===== src/rtl/friscv_io_master.sv =====
// rtl/friscv_io_master.sv - single-outstanding IO bus initiator with address window decode and access watchdog
module friscv_io_master #(
  parameter int unsigned ADDRW     = 16,
  parameter int unsigned XLEN      = 32,
  parameter logic [63:0] BASE_ADDR = 64'h0,
  parameter int unsigned TIMEOUT   = 255
) (
  input  logic                aclk,
  input  logic                srst,
  input  logic                req_valid,
  output logic                req_ready,
  input  logic                req_wr,
  input  logic [XLEN-1:0]     req_addr,
  input  logic [XLEN-1:0]     req_wdata,
  input  logic [XLEN/8-1:0]   req_strb,
  output logic                rsp_valid,
  input  logic                rsp_ready,
  output logic [XLEN-1:0]     rsp_rdata,
  output logic                rsp_err,
  output logic                mst_en,
  output logic                mst_wr,
  output logic [ADDRW-1:0]    mst_addr,
  output logic [XLEN-1:0]     mst_wdata,
  output logic [XLEN/8-1:0]   mst_strb,
  input  logic [XLEN-1:0]     mst_rdata,
  input  logic                mst_ready
);

  localparam int unsigned WDW = (TIMEOUT > 1) ? $clog2(TIMEOUT) : 1;
  localparam logic [WDW-1:0]  WD_LAST = WDW'(TIMEOUT - 1);
  localparam logic [XLEN-1:0] BASE_L  = BASE_ADDR[XLEN-1:0];

  typedef enum logic [1:0] {IDLE, ACCESS, RESP} state_t;

  state_t              state_q, state_d;
  logic [WDW-1:0]      wdog_q, wdog_d;
  logic                mst_wr_q, mst_wr_d;
  logic [ADDRW-1:0]    mst_addr_q, mst_addr_d;
  logic [XLEN-1:0]     mst_wdata_q, mst_wdata_d;
  logic [XLEN/8-1:0]   mst_strb_q, mst_strb_d;
  logic [XLEN-1:0]     rsp_rdata_q, rsp_rdata_d;
  logic                rsp_err_q, rsp_err_d;

  logic [XLEN-1:0]     offset;
  logic                in_window;

  // Wrapping subtraction plus the lower-bound compare keeps addresses below BASE out of the window.
  assign offset    = req_addr - BASE_L;
  assign in_window = (req_addr >= BASE_L) && ((offset >> ADDRW) == '0);

  always_comb begin
    state_d     = state_q;
    wdog_d      = wdog_q;
    mst_wr_d    = mst_wr_q;
    mst_addr_d  = mst_addr_q;
    mst_wdata_d = mst_wdata_q;
    mst_strb_d  = mst_strb_q;
    rsp_rdata_d = rsp_rdata_q;
    rsp_err_d   = rsp_err_q;

    case (state_q)
      IDLE: begin
        if (req_valid) begin
          rsp_rdata_d = '0;
          if (in_window) begin
            mst_wr_d    = req_wr;
            mst_addr_d  = offset[ADDRW-1:0];
            mst_wdata_d = req_wdata;
            mst_strb_d  = req_strb;
            rsp_err_d   = 1'b0;
            wdog_d      = '0;
            state_d     = ACCESS;
          end else begin
            rsp_err_d = 1'b1;
            state_d   = RESP;
          end
        end
      end
      ACCESS: begin
        // A ready slave on the final watchdog cycle still completes normally.
        if (mst_ready) begin
          rsp_rdata_d = mst_wr_q ? '0 : mst_rdata;
          rsp_err_d   = 1'b0;
          state_d     = RESP;
        end else if ((TIMEOUT != 0) && (wdog_q == WD_LAST)) begin
          rsp_rdata_d = '0;
          rsp_err_d   = 1'b1;
          state_d     = RESP;
        end else begin
          wdog_d = wdog_q + WDW'(1);
        end
      end
      RESP: begin
        if (rsp_ready) begin
          state_d = IDLE;
        end
      end
      default: state_d = IDLE;
    endcase
  end

  always_ff @(posedge aclk) begin
    if (srst) begin
      state_q     <= IDLE;
      wdog_q      <= '0;
      mst_wr_q    <= 1'b0;
      mst_addr_q  <= '0;
      mst_wdata_q <= '0;
      mst_strb_q  <= '0;
      rsp_rdata_q <= '0;
      rsp_err_q   <= 1'b0;
    end else begin
      state_q     <= state_d;
      wdog_q      <= wdog_d;
      mst_wr_q    <= mst_wr_d;
      mst_addr_q  <= mst_addr_d;
      mst_wdata_q <= mst_wdata_d;
      mst_strb_q  <= mst_strb_d;
      rsp_rdata_q <= rsp_rdata_d;
      rsp_err_q   <= rsp_err_d;
    end
  end

  assign req_ready = (state_q == IDLE);
  assign mst_en    = (state_q == ACCESS);
  assign rsp_valid = (state_q == RESP);
  assign mst_wr    = mst_wr_q;
  assign mst_addr  = mst_addr_q;
  assign mst_wdata = mst_wdata_q;
  assign mst_strb  = mst_strb_q;
  assign rsp_rdata = rsp_rdata_q;
  assign rsp_err   = rsp_err_q;

endmodule

===== config.mk =====
export PLATFORM = sky130hd
export DESIGN_NAME = friscv_io_master
export DESIGN_NICKNAME = d
export VERILOG_FILES = /design/src/rtl/friscv_io_master.sv
export SDC_FILE = /design/constraint.sdc
export NUM_CORES = 1
export LEC_CHECK = 0
export CORE_MARGIN = 2
export CORE_UTILIZATION = 41
export CTS_CLUSTER_DIAMETER = 200
export DETAILED_ROUTE_END_ITERATION = 10
export GPL_TIMING_DRIVEN = 0
export PLACE_DENSITY = 0.88
export SYNTH_ARGS = -nofsm -noshare
export SYNTH_HDL_FRONTEND = slang
export SYNTH_SLANG_ARGS = --single-unit

===== constraint.sdc =====
create_clock -name aclk -period 1.9 [get_ports aclk]
set_input_delay 0.38 -clock aclk [delete_from_list [all_inputs] [get_ports aclk]]
set_output_delay 0.38 -clock aclk [all_outputs]
set_load 0.03 [all_outputs]

; ---- Yosys cells after proc, flatten, opt, wreduce, memory -nomap -nowiden
; Cells that the tools add are included.
[word_totals]
ff_bits = 96
in_bits = 106
output_inout_bits = 89
[op_classes]
add_sub_neg = 1
order_cmp = 1
n_eq_ne = 9
mux = 21
reduce_logical = 8
[op_table]
columns = operator, count
row1 = $mux 32, 4
row2 = $pmux 32 s2, 1
row3 = $ge 32x1->1 const B, 1
row4 = $logic_not 32->1, 1
row5 = $mux 8, 4
row6 = $pmux 8 s2, 1
row7 = $mux 2, 5
row8 = $reduce_and 3->1, 3
row9 = $add 8x1->8 const B, 1
row10 = $eq 8x8->1 const B, 1
row11 = $ne 2x2->1 const B, 3
row12 = $pmux 2 s3, 1
row13 = $reduce_and 5->1, 1
row14 = $mux 1, 4
row15 = $ne 2x1->1 const B, 2
row16 = $ne 3x1->1 const B, 1
row17 = $eq 2x1->1 const B, 1
row18 = $eq 2x2->1 const B, 1
row19 = $logic_not 2->1, 1
row20 = $pmux 1 s2, 1
row21 = $reduce_bool 2->1, 1
row22 = $logic_and 1x1->1, 1

; ---- Longest topological paths before layout
; Gate-level depths: netlist (run 1).
[logic_depth]
depth_word = 5
mapped_depth = 7
ltp_nobuf = 6

; ---- Worst setup path after synthesis (run 1)
; No wires, ideal clock.
[synth_timing]
kind = flip-flop to flip-flop
start = register state_q[0]
end = register mst_addr_q[0], in the netlist mst_addr[0]
t_arrival_ps = 1677
t_required_ps = 1828
path_slack_ps = 152
path_stages_with_launch = 6
path_cell_list = dfxtp_1 nor2_1 nand2_1 nor2_8 buf_12 mux2i_1
[synth_between]
elab_chain_len = 2
[synth_rtl]
columns = item, line_no
row1 = start: declaration, 35  ; state_t state_q, state_d;
row2 = start signal: assignment, 113  ; state_q <= state_d;
row3 = $logic_not 2->1, -
row4 = net req_ready, 11  ; output logic req_ready,
row5 = $reduce_and 3->1 (no source line), -
row6 = end signal: assignment, 116  ; mst_addr_q <= mst_addr_d;
row7 = end: declaration, 38  ; logic [ADDRW-1:0] mst_addr_q, mst_addr_d;
; The timed path passes the listed nets, and every way through them passes these cells.
; A chain may end at the register's enable or synchronous reset.

; ---- Final worst setup path (run 1)
[layout_timing]
start = register wdog_q[0]
end = register rsp_rdata_q[6], in the netlist rsp_rdata[6]
[layout_between]
elab_chain_len = 3
[layout_rtl]
columns = item, line_no
row1 = start: declaration, 36  ; logic [WDW-1:0] wdog_q, wdog_d;
row2 = start signal: assignment, 114  ; wdog_q <= wdog_d;
row3 = $eq 8x8->1, 85  ; end else if ((TIMEOUT != 0) && (wdog_q == WD_LAST)) begin
row4 = $ne 3x1->1 (no source line), -
row5 = $reduce_and 3->1 (no source line), -
row6 = end signal: assignment, 119  ; rsp_rdata_q <= rsp_rdata_d;
row7 = end: declaration, 41  ; logic [XLEN-1:0] rsp_rdata_q, rsp_rdata_d;
; No other way between the ends.

==> flow_summary.yaml, run 1 <==
yosys:
  netlist_instances: 382
  synth_warnings: 0
  syn_area_um2: 4110
  netlist-cell-type-count: 31
  yosys.area.top_type: "dfxtp_1"
  syn-num-nets: 490
  ys_seq_elements: 96
  postSynthAreaPerCell_um2: 10.76
  yosysSeqAreaShare_pct: 46.76
  synth.area.top_cells: "dfxtp_1 (47%), nand2b_1 (17%), mux2i_1 (14%)"
  synth_top_area_share_pct: 46.76
final_layout:
  final_common_cell: "clkdlybuf4s50_1"
  utilization_pct: 66.54
  n_fill_cell: 802
  drive_gt1_share_pct: 7.383
  final_cell_mix: "clkdlybuf4s50_1 (189), nand2b_1 (110), dfxtp_1 (96), mux2i_1 (57), a22o_1 (32)"
  regArea_um2: 1922
  fin_nets: 699
  layout-area-overhead-vs-synth_pct: 58.23
  multi_input_area_um2: 1979
  num_antenna_cells: 0
floorplan:
  die_x_um: 104.1
  die_h_um: 104.1
  initial_core_util_pct: 42.05
  core-area_um2: 9774
  row_count: 36
  fp.dieArea_um2: 10840
  io_pins: 195
power_and_ir_drop:
  p_comb_share_pct: 9.9
  p_per_area_nw_per_um2: 623.6
  seqPwrFrac_pct: 49.7
  ir_drop_mv: 0.4463
  clkPwrFrac_pct: 40.3
  p_sw_uw: 888.0
  internal_power_mw: 3.168
  swShare_pct: 21.89
  p_leak_nw: 2.321
critical_path:
  start_kind: "flop"
  worst_setup_path_end_kind: "flop"
  required_ps: 2190
  critical_path_arrival_ps: 2150
  cp_cell_sequence: "inv_1 > ha_1 > nand3_1 > o211ai_1 > a21oi_2 > buf_2 > a22o_1"
  slowest_delay_ps: 450
  cpMaxStageDelayCell: "dfxtp_1"
  crit_type: "flop to flop"
  crit_path_max_fanout: 10
global_route:
  grt_pass1_vias: 3640
  antenna_found_initial: 0
  grt_usage_pct: 21.43
  grt_max_degree: 18
  overflow: 0
  grt_pass1_wl_mm: 18.81
clocking:
  cts_buffers: 9
  clk_pin_slew_ps: 100
  clk_latency_ps: 350
  cts_max_level: 3
  hold_buffers: 0
  ctsRootBufferMaster: "clkbuf_8"
  cts_max_path_buffers: 2
  clock_sinks: 96
  cts_tree: "built"
sta:
  slew_violations: 0
  slew_headroom_pct: 68.62
  fin_skew_ps: 10.35
  setup_violations: 0
  fin_crit_sh_pct: 97.53
  hold_slack_ps: 473.8
  max_freq_mhz: 539.6
  period_minus_slack_ps: 1853
  grt_setup_unrepaired: "yes"
  hold_viol: 0
  worstMarginPinSlew_ps: 470.7
job:
  cap_violations: 0
placement:
  dp_hpwl_mm: 8.885
  io_buffers: 193
  place_congestion: 0.8182
hold_path:
  min_path_type: "flop to flop"
drt:
  first_iter_violations: 103
  vias: 3587
  wl_per_cell_um: 15.87
  wl_mm: 11.57
  drc_errors: 0
  final_antenna_net_count: 0
  vias_per_cell: 4.920
  first_pass_iters: 4
outcome:
  outcome: "finished clean"
through the flow:
stage	worst slack (ps)	setup TNS (ps)	std cells	area, um2	total power, mW
global placement	-316.6	-18140	708	6208	2.458
CTS	1.545	0	724	6456	4.095
detailed placement	-360.9	-22460	708	6208	2.466
global route	-29.00	-319.7	729	6504	4.198
floorplan	151.9	0	382	4110	2.194
finish	46.91	0	729	6504	4.056
layer usage:
metal	share of wire, %	vias up	GRT usage (%)
met5	0	-	0
met1	41	1683	24.48
met3	7.1	16	6.203
li1	-	1740	-
met2	50	148	37.69
met4	1.9	0	8.301
path summary, 6_finish.rpt:
path                    to           from  slack (ps)  cells past startpoint
max reg2reg   rsp_rdata[6]      wdog_q[0]          50                      7
max           rsp_rdata[6]      wdog_q[0]          50                      7
min          mst_wdata[25]  mst_wdata[25]         470                      2
min reg2reg  mst_wdata[25]  mst_wdata[25]         470                      2
flip-flops by register name, indices dropped and copies added, names as in the netlist:
register	count
state_q	2
mst_wdata	32
rsp_err	1
mst_strb	4
rsp_rdata	32
mst_addr	16
mst_wr	1
wdog_q	8
cell families after synthesis:
| logic type | count (synthesis) | synth area share, % |
|---|---|---|
| multiplexers | 57 | 13.88 |
| adder cells (fa/ha/maj) | 2 | 0.6087 |
| AND/OR/NAND/NOR | 141 | 23.17 |
| buffers and inverters | 33 | 5.175 |
| flip-flops | 96 | 46.76 |
| AO/OA/AOI/OAI | 53 | 10.41 |
cells in the mapped netlist (all sizes together):
| library cell | count |
|---|---|
| nor2 | 8 |
| o211ai | 4 |
| mux2i | 57 |
| a21oi | 7 |
| nor2b | 2 |
| nor3 | 3 |
| nor4 | 4 |
| and3 | 1 |
| o21ai | 2 |
| inv | 8 |
| nand3b | 2 |
| buf | 11 |
| dfxtp | 96 |
| clkbuf | 14 |
| a31oi | 1 |
| nand4 | 3 |
| and4 | 1 |
| nand2 | 2 |
| nand2b | 110 |
| nand3 | 4 |
| o32ai | 7 |
| a22o | 32 |
| ha | 2 |
| and2b | 1 |
worst max-delay path: cells and delay by family, from the launching register on:
| family | cells | cell delay (ps) |
|---|---|---|
| AO/OA/AOI/OAI | 3 | 620 |
| adder cells (fa/ha/maj) | 1 | 210 |
| buffers and inverters | 2 | 370 |
| flip-flops | 1 | 450 |
| AND/OR/NAND/NOR | 1 | 130 |
power by group through the flow:
| stage | Combinational [mW] | Clock, mW | Sequential (mW) |
|---|---|---|---|
| CTS | 0.404 | 1.68 | 2.02 |
| global placement | 0.395 | 0 | 2.06 |
| detailed placement | 0.403 | 0 | 2.06 |
| finish | 0.403 | 1.64 | 2.02 |
| global route | 0.431 | 1.75 | 2.02 |
| floorplan | 0.127 | 0 | 2.07 |
cell type report:
cell class / instances / share of cell area [%]
multi-input cells: 253 / 30.43
repair buffers: 198 / 30.28
flip-flops and latches: 96 / 29.55
plain buffers: 25 / 2.905
well taps: 133 / 2.559
clock buffers: 9 / 1.905
clock inverters: 7 / 1.905
inverters: 8 / 0.4617
timing repair:
action,in CTS,in global routing
resized for setup,4,7
endpoints found under the setup margin,32,87
pin swaps,0,2
setup buffers,0,5
Note: power is estimated with default switching activity, not from simulation.
==> run 2: changes to the inputs <==
--- a/config.mk
+++ b/config.mk
@@ -9,8 +9,7 @@
 export CORE_UTILIZATION = 41
 export CTS_CLUSTER_DIAMETER = 200
 export DETAILED_ROUTE_END_ITERATION = 10
-export GPL_TIMING_DRIVEN = 0
-export PLACE_DENSITY = 0.88
+export PLACE_DENSITY = 0.8
 export SYNTH_ARGS = -nofsm -noshare
 export SYNTH_HDL_FRONTEND = slang
 export SYNTH_SLANG_ARGS = --single-unit
==> run 2 against run 1 <==
  * Count of clock-buffer cells in the layout increased by 1
  * Non-clock buffer count shrank 16
  * Flip-flop and latch count unchanged
  * Sequential power is essentially flat
  * Clock skew is essentially flat
  * Core utilization down 0.68 points
  * Die area unchanged
==> flow_summary.yaml, run 2 (synthesis gave the netlist of run 1 again) <==
power_and_ir_drop:
  p_sw_uw: 831.0
  p_leak_nw: 2.278
  swShare_pct: 20.70
  seqPwrFrac_pct: 50.2
  ir_drop_mv: 0.4304
  p_per_area_nw_per_um2: 623.7
  clkPwrFrac_pct: 40.0
  internal_power_mw: 3.184
  p_comb_share_pct: 9.8
  p_total_mw: 4.015
global_route:
  overflow: 0
  grt_max_degree: 122
  antenna_found_initial: 0
  grt_pass1_wl_mm: 17.45
  grt_usage_pct: 19.81
  grt_pass1_vias: 3543
critical_path:
  crit_type: "flop to output port"
  slowest_delay_ps: 430
  cp_num_buf_inv: 1
  cp_top_family: "buffers and inverters"
  r2r_cells: 7
  cp_cell_sequence: "and2b_2 > dlygate4sd2_1"
  path_depth: 2
  cpMaxStageDelayCell: "dlygate4sd2_1"
  critical_path_arrival_ps: 1430
  worst_setup_path_end_kind: "output port"
  required_ps: 1520
  crit_path_max_fanout: 6
  start_kind: "flop"
  rrSetupSlack_ps: 230
sta:
  fin_crit_sh_pct: 95.29
  fin_skew_ps: 10.02
  finalSetupTns_ps: 0
  slew_headroom_pct: 75.70
  period_minus_slack_ps: 1811
  worstMarginPinSlew_ps: 364.4
  slew_violations: 0
  hold_viol: 0
  max_freq_mhz: 552.3
  grt_setup_unrepaired: "no"
  setup_violations: 0
drt:
  wl_per_cell_um: 14.96
  first_pass_iters: 4
  final_antenna_net_count: 0
  drc_errors: 0
  first_iter_violations: 147
  wl_mm: 10.65
  vias: 3489
  vias_per_cell: 4.900
final_layout:
  fin_nets: 683
  n_fill_cell: 771
  final_cell_mix: "clkdlybuf4s50_1 (189), nand2b_1 (110), dfxtp_1 (96), mux2i_1 (57), a22o_1 (32)"
  layout-area-overhead-vs-synth_pct: 56.62
  stdcell_area_um2: 6437
  final_common_cell: "clkdlybuf4s50_1"
  num_antenna_cells: 0
  drive_gt1_share_pct: 6.908
clocking:
  cts_buffers: 9
  clk_pin_slew_ps: 90
  cts_tree: "built"
  cts_setup_buffers: 0
  hold_buffers: 0
  cts_max_level: 3
  ctsRootBufferMaster: "clkbuf_8"
  clk_latency_ps: 360
  cts_max_path_buffers: 2
  clock_sinks: 96
  cts_resized: 4
outcome:
  outcome: "finished clean"
placement:
  io_buffers: 194
  dp_hpwl_mm: 7.899
  place_congestion: 0.7743
  placed_area_um2: 6201
hold_path:
  holdPathStages: 2
  min_path_type: "flop to flop"
job:
  cap_violations: 0
floorplan:
  initial_core_util_pct: 42.05
  die_h_um: 104.1
  die_x_um: 104.1
  row_count: 36
  io_pins: 195
  fp.dieArea_um2: 10840
  core-area_um2: 9774
-- run 2: changes by cell type in the layout (fill, tap and decap cells not counted), moves of 2 or more --
cell,before,now
clkbuf_1,13,0
inv_6,3,1
buf_4,6,8
buf_2,4,1
dlygate4sd2_1,2,4
-- run 2: worst min-delay path: stages (launching register included) --
cell	delay, ps
dfxtp_1	320
nand2b_1	60
mux2i_1	60
-- run 2: power by group through the flow --
stage | logic [mW] | registers (mW) | clock network (mW)
6_report | 0.394 | 2.02 | 1.61
2_1_floorplan | 0.127 | 2.07 | 0
5_1_grt | 0.423 | 2.02 | 1.74
3_5_place_dp | 0.398 | 2.06 | 0
3_3_place_gp | 0.389 | 2.06 | 0
4_1_cts | 0.397 | 2.02 | 1.64
-- run 2: final timing paths --
| check | from | end |
|---|---|---|
| setup reg to reg | wdog_q[0] | rsp_rdata[13] |
| hold reg to reg | mst_wdata[0] | mst_wdata[0] |
| hold / removal | mst_wdata[0] | mst_wdata[0] |
| setup / recovery | state_q[0] | mst_en |
-- run 2: per-stage QoR --
stage / hold WS, ps / util [%] / instances / worst slack, ps
3_3_place_gp: 455.5 / 63.44 / 697 / -108.1
4_1_cts: 481.0 / 65.86 / 712 / 74.08
6_report: 477.0 / 65.86 / 712 / 89.49
2_1_floorplan: 492.3 / - / 382 / 151.9
5_1_grt: 496.9 / 65.86 / 712 / 10.27
3_5_place_dp: 453.5 / 63.44 / 697 / -234.9
-- run 2: layout make-up --
cell class | count | area (um2) | area share, %
sequential | 96 | 1922 | 29.85
multi-input combinational | 253 | 1986 | 30.85
timing repair buffer | 207 | 2092 | 32.50
clock buffer | 10 | 137.6 | 2.138
inverter | 8 | 30.03 | 0.4665
clock inverter | 5 | 103.9 | 1.613
tap | 133 | 166.4 | 2.585
-- run 2: layer usage --
layer | track usage (%) | part of all wire, % | up-vias
met1 | 23.89 | 43 | 1617
met2 | 33.74 | 49 | 148
met3 | 4.511 | 6.2 | 20
met4 | 8.687 | 2.3 | 0
met5 | 0 | 0 | -
li1 | - | - | 1704
==> run 3: changes to the inputs <==
==> constraint.sdc (replaced) <==
create_clock -name aclk -period 1.9 [get_ports aclk]
set_input_delay 0.285 -clock aclk [delete_from_list [all_inputs] [get_ports aclk]]
set_output_delay 0.285 -clock aclk [all_outputs]
set_load 0.03 [all_outputs]
==> run 3 against run 2 <==
  * Clock power is 20% lower
  * Count of clock-buffer cells in the layout is 1 lower
  * Worst setup slack better by 2.4 ps
  * Via count is 0.57% lower
  * Maximum frequency is 0.13% higher
  * Hold slack worse by 47 ps
  * Non-clock buffer count is 1 lower
  * Final cell count stayed put
  * Combinational power hardly changed
  * Die area stayed put
  * Flip-flop and latch count stayed put
  * Final area is 0.74% lower
  * Critical path type unchanged
==> flow_summary.yaml, run 3 (synthesis gave the netlist of run 1 again) <==
clocking:
  cts_max_level: 3
  cts_max_path_buffers: 2
  cts_tree: "built"
  clk_latency_ps: 360
  ctsRootBufferMaster: "clkbuf_8"
  cts_buffers: 9
  clock_sinks: 96
  clk_pin_slew_ps: 100
sta:
  fin_crit_sh_pct: 95.16
  slew_violations: 0
  grt_setup_unrepaired: "no"
  setup_violations: 0
  max_freq_mhz: 553.1
  worstMarginPinSlew_ps: 364.4
  period_minus_slack_ps: 1808
  slew_headroom_pct: 75.71
  layout_setup_ws_ps: 91.88
  hold_viol: 0
  fin_skew_ps: 14.27
job:
  cap_violations: 0
final_layout:
  layout-area-overhead-vs-synth_pct: 55.46
  utilization_pct: 65.37
  num_antenna_cells: 0
  fin_nets: 682
  drive_gt1_share_pct: 6.908
  final_cell_mix: "clkdlybuf4s50_1 (190), nand2b_1 (110), dfxtp_1 (96), mux2i_1 (57), a22o_1 (32)"
  final_common_cell: "clkdlybuf4s50_1"
critical_path:
  r2r_cells: 7
  crit_type: "flop to output port"
  critical_path_arrival_ps: 1520
  cp_top_family: "buffers and inverters"
  required_ps: 1620
  cpMaxStageDelayCell: "clkdlybuf4s50_1"
  cp_cell_sequence: "clkdlybuf4s50_1"
  path_depth: 1
  worst_setup_path_end_kind: "output port"
  cp_num_buf_inv: 1
  slowest_delay_ps: 730
  start_kind: "flop"
  crit_path_max_fanout: 3
drt:
  first_iter_violations: 144
  wl_per_cell_um: 14.53
  vias_per_cell: 4.872
  final_antenna_net_count: 0
  wl_mm: 10.34
  vias: 3469
  first_pass_iters: 4
  drc_errors: 0
global_route:
  grt_max_degree: 122
  overflow: 0
  grt_usage_pct: 18.82
  grt_pass1_vias: 3408
  antenna_found_initial: 0
  grt_pass1_wl_mm: 16.79
floorplan:
  die_x_um: 104.1
  die_h_um: 104.1
  fp.dieArea_um2: 10840
  initial_core_util_pct: 42.05
  io_pins: 195
  core-area_um2: 9774
  row_count: 36
power_and_ir_drop:
  ir_drop_mv: 0.2977
  p_per_area_nw_per_um2: 580.2
  p_total_mw: 3.707
  p_leak_nw: 2.247
hold_path:
  min_path_type: "primary input to flop"
  holdPathStages: 3
placement:
  place_congestion: 0.7736
  io_buffers: 194
  dp_hpwl_mm: 7.589
  pre_cts_slack_ps: -106.4
outcome:
  outcome: "finished clean"
[run 3: routing by layer]
| metal | GRT usage (%) | part of all wire [%] | wire (um) | vias to the layer above |
|---|---|---|---|---|
| met4 | 6.564 | 1.4 | 148 | 0 |
| met3 | 4.950 | 6.0 | 619 | 13 |
| li1 | - | - | - | 1708 |
| met5 | 0 | 0 | 0 | - |
| met1 | 23.51 | 45 | 4674 | 1620 |
| met2 | 31.44 | 47 | 4899 | 128 |
[run 3: cell type report]
class                   instances  area, um2
flip-flops and latches         96       1922
repair buffers                206       2090
fillers                       802       3385
well taps                     133      166.4
inverters                       8      30.03
multi-input cells             253       1986
clock buffers                   9      123.9
clock inverters                 7      72.57
[run 3: path summary, 6_finish.rpt]
kind / endpoint / start / slack [ps]
worst min-delay path: state_q[0] / srst / 430
worst max register to register: rsp_rdata[16] / wdog_q[0] / 250
worst max-delay path: mst_wr / mst_wr / 90
worst min register to register: mst_addr[4] / mst_addr[4] / 480
[run 3: per-stage QoR]
step                      setup TNS, ps  hold slack [ps]  cell area [um2]  cells
after global placement           -490.5            455.9             6193    696
after detailed placement          -2605            453.5             6193    696
after floorplan                       0            417.7             4110    382
after global routing                  0            469.8             6390    712
final                                 0            430.4             6390    712
after CTS                             0            431.1             6387    712
[run 3: repair_timing]
action,CTS,global route
setup buffers,0,0
hold buffers,0,0
hold endpoints to repair,0,0
gates cloned,0,0
gates resized for setup,2,1
endpoints found under the setup margin,2,1
[run 3: report_power, final]
group	switching, mW	internal (mW)
clock	0.780	0.515
sequential	0.00283	2.01
combinational	0.130	0.265
